`src/rtl/piso_stream.sv`:
```
// piso_stream: parallel-in / serial-out shift register with a valid/ready
// load handshake, selectable bit order and an external bit-rate strobe.
//
// Ports:
//   clk           rising-edge clock
//   reset         synchronous, active-high reset
//   parallel_in   WIDTH-bit word, sampled when in_valid && in_ready
//   in_valid      upstream has a word on parallel_in
//   in_ready      block accepts parallel_in this cycle (combinational)
//   shift_en      bit-rate strobe; retires one bit per high cycle in SHIFT
//   serial_out    current serial bit (registered), IDLE_LEVEL when idle
//   serial_valid  serial_out carries a data bit
//   done          one-cycle pulse after the last bit of a word retires
module piso_stream #(
    parameter int WIDTH      = 8,
    parameter bit MSB_FIRST  = 1'b1,
    parameter bit IDLE_LEVEL = 1'b0
) (
    input  logic             clk,
    input  logic             reset,
    input  logic [WIDTH-1:0] parallel_in,
    input  logic             in_valid,
    output logic             in_ready,
    input  logic             shift_en,
    output logic             serial_out,
    output logic             serial_valid,
    output logic             done
);

    localparam int            CW   = $clog2(WIDTH);
    localparam logic [CW-1:0] LAST = CW'(WIDTH - 1);

    typedef enum logic {IDLE, SHIFT} state_t;

    state_t           state;
    logic [WIDTH-1:0] shreg;
    logic [CW-1:0]    cnt;     // bits already retired from the current word

    logic             last_bit;
    logic             accept;
    logic [WIDTH-1:0] shifted;

    // The last bit retires on this edge, so the slot is free for a new word
    // at the very same edge: this is what gives gap-free back-to-back words.
    assign last_bit = (state == SHIFT) && shift_en && (cnt == LAST);
    assign in_ready = (state == IDLE) || last_bit;
    assign accept   = in_valid && in_ready;
    assign shifted  = MSB_FIRST ? (shreg << 1) : (shreg >> 1);

    function automatic logic out_bit(input logic [WIDTH-1:0] w);
        return MSB_FIRST ? w[WIDTH-1] : w[0];
    endfunction

    // serial_out is registered, so it is loaded with the bit that will sit
    // at the output end of the register after this edge.
    always_ff @(posedge clk) begin
        if (reset) begin
            state        <= IDLE;
            shreg        <= '0;
            cnt          <= '0;
            done         <= 1'b0;
            serial_valid <= 1'b0;
            serial_out   <= IDLE_LEVEL;
        end else begin
            done <= last_bit;
            if (accept) begin
                state        <= SHIFT;
                shreg        <= parallel_in;
                cnt          <= '0;
                serial_valid <= 1'b1;
                serial_out   <= out_bit(parallel_in);
            end else if (last_bit) begin
                state        <= IDLE;
                shreg        <= '0;
                cnt          <= '0;
                serial_valid <= 1'b0;
                serial_out   <= IDLE_LEVEL;
            end else if ((state == SHIFT) && shift_en) begin
                shreg      <= shifted;
                cnt        <= cnt + 1'b1;
                serial_out <= out_bit(shifted);
            end
        end
    end

endmodule

```
`config.mk`:
```
export PLATFORM = sky130hd
export DESIGN_NAME = piso_stream
export DESIGN_NICKNAME = d
export VERILOG_FILES = /design/src/rtl/piso_stream.sv
export SDC_FILE = /design/constraint.sdc
export NUM_CORES = 1
export LEC_CHECK = 0
export BUFFER_PORTS_ARGS = -buffer_cell sky130_fd_sc_hd__buf_4
export CAP_MARGIN = 20
export CORE_MARGIN = 3
export CORE_UTILIZATION = 52
export CTS_CLUSTER_DIAMETER = 80
export CTS_CLUSTER_SIZE = 14
export DETAILED_ROUTE_END_ITERATION = 6
export PLACE_DENSITY = 0.76
export SYNTH_ARGS = -nofsm -noshare
export SYNTH_HDL_FRONTEND = slang
export SYNTH_SLANG_ARGS = --single-unit
```
`constraint.sdc`:
```
create_clock -name clk -period 1.8 [get_ports clk]
set_clock_uncertainty 0.05 [all_clocks]
set_input_delay 0.36 -clock clk [delete_from_list [all_inputs] [get_ports clk]]
set_output_delay 0.36 -clock clk [all_outputs]
set_load 0.03 [all_outputs]
```
==> impl_summary.md <==
Setup path
The number of buffers and inverters on the critical path is 1. The longest individual stage delay on the worst path is roughly 0.33 ns. In this run the critical register-to-register path is launched from state$_SDFFE_PP0P_.

Along the worst path, the maximum fanout reaches 3. Setup slack on the worst reg-to-reg path comes out at 0.30 ns. The critical path's top delay family is adder cells. The length in cells of the worst reg-to-reg path is 3. The kind of end point of the critical path is an output pin. The worst-path cell with the longest stage delay is sky130_fd_sc_hd__dfxtp_1.

The capture instance of the worst register-to-register path is shreg[3]$_SDFFE_PP0P_. By instance count, the cell type seen most on the critical path is sky130_fd_sc_hd__nand2_1. For the worst setup path, the data required time is 1.39 ns.

The type of the setup path with the least slack is flip-flop to output pin. Counting buffers and inverters, the worst setup path is 5 cells deep. Walking the worst path, the cells encountered are ha_1, ha_2, nand2_1, nand2_1, buf_4. The worst setup path is launched from a flip-flop.

Data arrives at the worst endpoint at 1.31 ns.

Timing
The final-layout setup total negative slack is 0 ns. Based on the critical path, the design can be clocked at up to 581 MHz. Setup slack on the critical path of the routed design comes to 0.0792 ns. Setup repair after global routing left no endpoint under its margin.

Subtracting the final worst setup slack from the clock period gives 1.72 ns. The final hold violation count came to 0. The share of the clock period used by the worst path is 95.6%.

The worst hold slack across all endpoints is between 0.3 and 0.4 ns. The slew at the pin with the worst max-slew slack is 0.421 ns. Setup violations remaining at the end of the flow were counted as 0.

The number of max-slew violations in the final report is 0. The relative slew slack is a little under three quarters.

Min path
The end point of the worst hold path is state$_SDFFE_PP0P_. In this run the worst hold path is classified as input port to flip-flop. The startpoint identified for the worst hold timing path is reset. The hold path depth is 2.

Power and ir drop
The worst ir drop on vdd is 0.365 mV. The power density relative to cell area is 690 nW/µm². Power comes to 652 µW. Summed over all cells, the static leakage comes to 0.386 nW.

Layout
Registers take ~260 µm². Of the cells placed in the final design, the portion with a size suffix greater than 1 is 31.4%. The final cell area excluding filler cells is approximately 950 µm².

Compared with the post-synthesis result, the final layout area differs by 15.6%. The area taken by multi-input logic gates is 493 µm². The number of filler instances in the final layout is 116.

The number of antenna diodes in the final layout is 0. The share of the core filled with cells is 68.4%. The non-filler instance count after layout is 117. The layout net count is 117.

Place
Input and output buffers added on the ports amount to 15. Timing analysis after detailed placement gives a worst setup slack of 0.316 ns. Once placement finished, the instance area stood at ~920 µm².

The post-detailed-placement half-perimeter wirelength is 1170 µm. The placer congestion estimate is 0.732. In this run, placement finished with an instance count of 113.

Synth
The synthesized cell area is 818 µm². The cell count after synthesis is about 90. The adder-cell area share of the yosys netlist is approximately 3.1%. Summing the areas of all compound-gate instances in the mapped netlist gives 30.9% of the synthesized area.

The synthesis warning total is 0. When the netlist entered floorplanning its net count stood at 102. The largest area contributor in the synthesized netlist is sky130_fd_sc_hd__dfxtp_1.

The top cell type by area accounts for 31.8% of the synthesized area. The mean instance size in the synthesized netlist is between 9 and 10 µm². After synthesis, the largest family of logic cells by area is compound AO/OA/AOI/OAI gates.

The fraction of the mapped netlist area in simple logic gates is 23.5%. The number of different library cells used by synthesis comes to 22. In this run, synthesis produced a sequential element count of 13.

The synthesized netlist devotes 0% of its cell area to XOR and XNOR gates. The share of synthesized area spent on multiplexers is about 2.4%. After synthesis, flip-flops and latches occupy 31.8% of the total area. Yosys attributes the largest share of cell area to sky130_fd_sc_hd__dfxtp_1 32%, sky130_fd_sc_hd__a2111oi_2 13%, sky130_fd_sc_hd__a311oi_1 7.5%, sky130_fd_sc_hd__a211oi_1 6.4%, sky130_fd_sc_hd__and2b_1 5.5%.

CTS
In this run the number of H-tree levels came out at 1. CTS placed an instance of sky130_fd_sc_hd__clkbuf_4 at the clock tree root. The TritonCTS clock tree is built.

The clock drives 13 sinks. The clock passes through at most 2 buffers. In this run, CTS created clock tree buffers numbering 3. At the later pin of the worst-skew pair, clock insertion delay measures 0.28 ns. The clock transition at the registers of the reported paths is about 0.080 ns.

Routing
After detailed routing, the average wire length per cell comes to 14.0 µm. In this run the remaining antenna-violating nets after routing total 0. The DRC violation total after the first TritonRoute iteration is 8.

Across all layers, the routed design uses ~730 vias. The final layout contains routed wiring with a total length of 1630 µm. The number of detailed-routing iterations run before antenna repair is 4. The remaining design rule violation count is 0. The via count normalized by instance count is 6.23.

Global route
The number of antenna violations at the first check in global routing is 0. For this run, the total global-route usage over all layers was measured as 18.0%. Entering global routing, the biggest net connects 26 pins. The number of global-route vias before repair is 628. The wire length of the first global-routing pass is ~2700 µm. For this run the aggregate overflow at the end of global routing stands at 0.

Floorplanning
The starting utilization of the core area is ~59%. After floorplanning, the core was divided into 13 placement rows. The I/O pin total is 16.

The area inside the core boundary is around 1400 µm². Measured along the x axis, the die boundary spans around 46 µm. The floorplan step defined a die boundary enclosing approximately 2100 µm². The height of the chip is 45.7 µm.

Outcome
The flow ran to the end, and the final reports show no timing, DRC or antenna violations.

Flow run
Max-cap violations in this run came to 0.
## flip-flops by register name, indices dropped and copies added (netlist names)
signal,cells
done,1
cnt,3
shreg,7
serial_out,1
state,1
## cells by family (layout without fill, tap and decap cells)
| kind of cell | Yosys count | after routing |
|---|---|---|
| multiplexers | 2 | 2 |
| buffers and inverters | 10 | 24 |
| AO/OA/AOI/OAI | 26 | 26 |
| flip-flops | 13 | 13 |
| AND/OR/NAND/NOR | 35 | 35 |
| adder cells (fa/ha/maj) | 2 | 2 |
## layer usage
layer,part of all wire (%),track usage [%],up-vias
li1,-,-,364
met1,46,23.4,349
met2,48,28.1,14
met3,5.1,5.93,2
met4,0.80,5.26,0
met5,0,0,-
## cells in the mapped netlist, drive strengths merged
cell type and instances:
a2111oi 7, a211oi 7, a21o 1, a21oi 3, a311oi 7, and2b 6
buf 9, dfxtp 13, ha 2, inv 1, mux2i 2, nand2 6
nand4 1, nand4b 2, nor2 11, nor2b 8, nor3b 1, o221a 1
## worst reg2reg max path: stages, from the launching register on
cell and delay (ns):
sky130_fd_sc_hd__dfxtp_1 0.51, sky130_fd_sc_hd__nand2_1 0.35, sky130_fd_sc_hd__a311oi_1 0.41, sky130_fd_sc_hd__a2111oi_2 0.06
## worst max path at each step
stage                                    from               endpoint
after floorplan           cnt[0]$_SDFFE_PP0P_               in_ready
after global placement    cnt[0]$_SDFFE_PP0P_  shreg[3]$_SDFFE_PP0P_
after detailed placement  cnt[0]$_SDFFE_PP0P_  shreg[6]$_SDFFE_PP0P_
after CTS                 cnt[0]$_SDFFE_PP0P_               in_ready
after global routing      cnt[0]$_SDFFE_PP0P_               in_ready
final                     cnt[0]$_SDFFE_PP0P_               in_ready
## final cells by class
type / count / share of cell area [%]
multi-input cells: 65 / 52.1
flip-flops and latches: 13 / 27.5
repair buffers: 19 / 15.1
clock buffers: 3 / 2.38
well taps: 15 / 1.98
clock inverters: 1 / 0.529
inverters: 1 / 0.397
## timing repair
action,CTS,global route
resized for setup,0,1
setup endpoints to repair,0,1
hold buffers,0,0
setup buffers,0,0
## report_power, final
| part | internal (mW) | total [mW] | switching (mW) | leakage [nW] |
|---|---|---|---|---|
| Clock | 0.0825 | 0.184 | 0.102 | 0.0177 |
| Sequential | 0.306 | 0.320 | 0.0143 | 0.107 |
| Combinational | 0.0712 | 0.148 | 0.0770 | 0.262 |
## cells in the final DEF (no fill, tap or decap)
| master | Yosys | routed |
|---|---|---|
| sky130_fd_sc_hd__and2b_1 | 6 | 6 |
| sky130_fd_sc_hd__nand4_1 | 1 | 1 |
| sky130_fd_sc_hd__nand2_1 | 6 | 6 |
| sky130_fd_sc_hd__dfxtp_1 | 13 | 13 |
| sky130_fd_sc_hd__ha_2 | 0 | 1 |
| sky130_fd_sc_hd__clkbuf_4 | 0 | 3 |
| sky130_fd_sc_hd__clkinv_2 | 0 | 1 |
| sky130_fd_sc_hd__nor2b_2 | 1 | 1 |
| sky130_fd_sc_hd__inv_1 | 1 | 1 |
| sky130_fd_sc_hd__a211oi_1 | 7 | 7 |
| sky130_fd_sc_hd__nand4b_1 | 2 | 2 |
| sky130_fd_sc_hd__a311oi_1 | 7 | 7 |
| sky130_fd_sc_hd__nor2_1 | 11 | 11 |
| sky130_fd_sc_hd__nor3b_1 | 1 | 1 |
| sky130_fd_sc_hd__o221a_1 | 1 | 1 |
| sky130_fd_sc_hd__a2111oi_2 | 7 | 7 |
| sky130_fd_sc_hd__buf_4 | 1 | 19 |
| sky130_fd_sc_hd__ha_1 | 2 | 1 |
| sky130_fd_sc_hd__a21o_1 | 1 | 1 |
| sky130_fd_sc_hd__nor2b_1 | 7 | 7 |
| sky130_fd_sc_hd__mux2i_1 | 2 | 2 |
| sky130_fd_sc_hd__a21oi_1 | 3 | 3 |
Note: power is estimated with default switching activity, not from simulation.
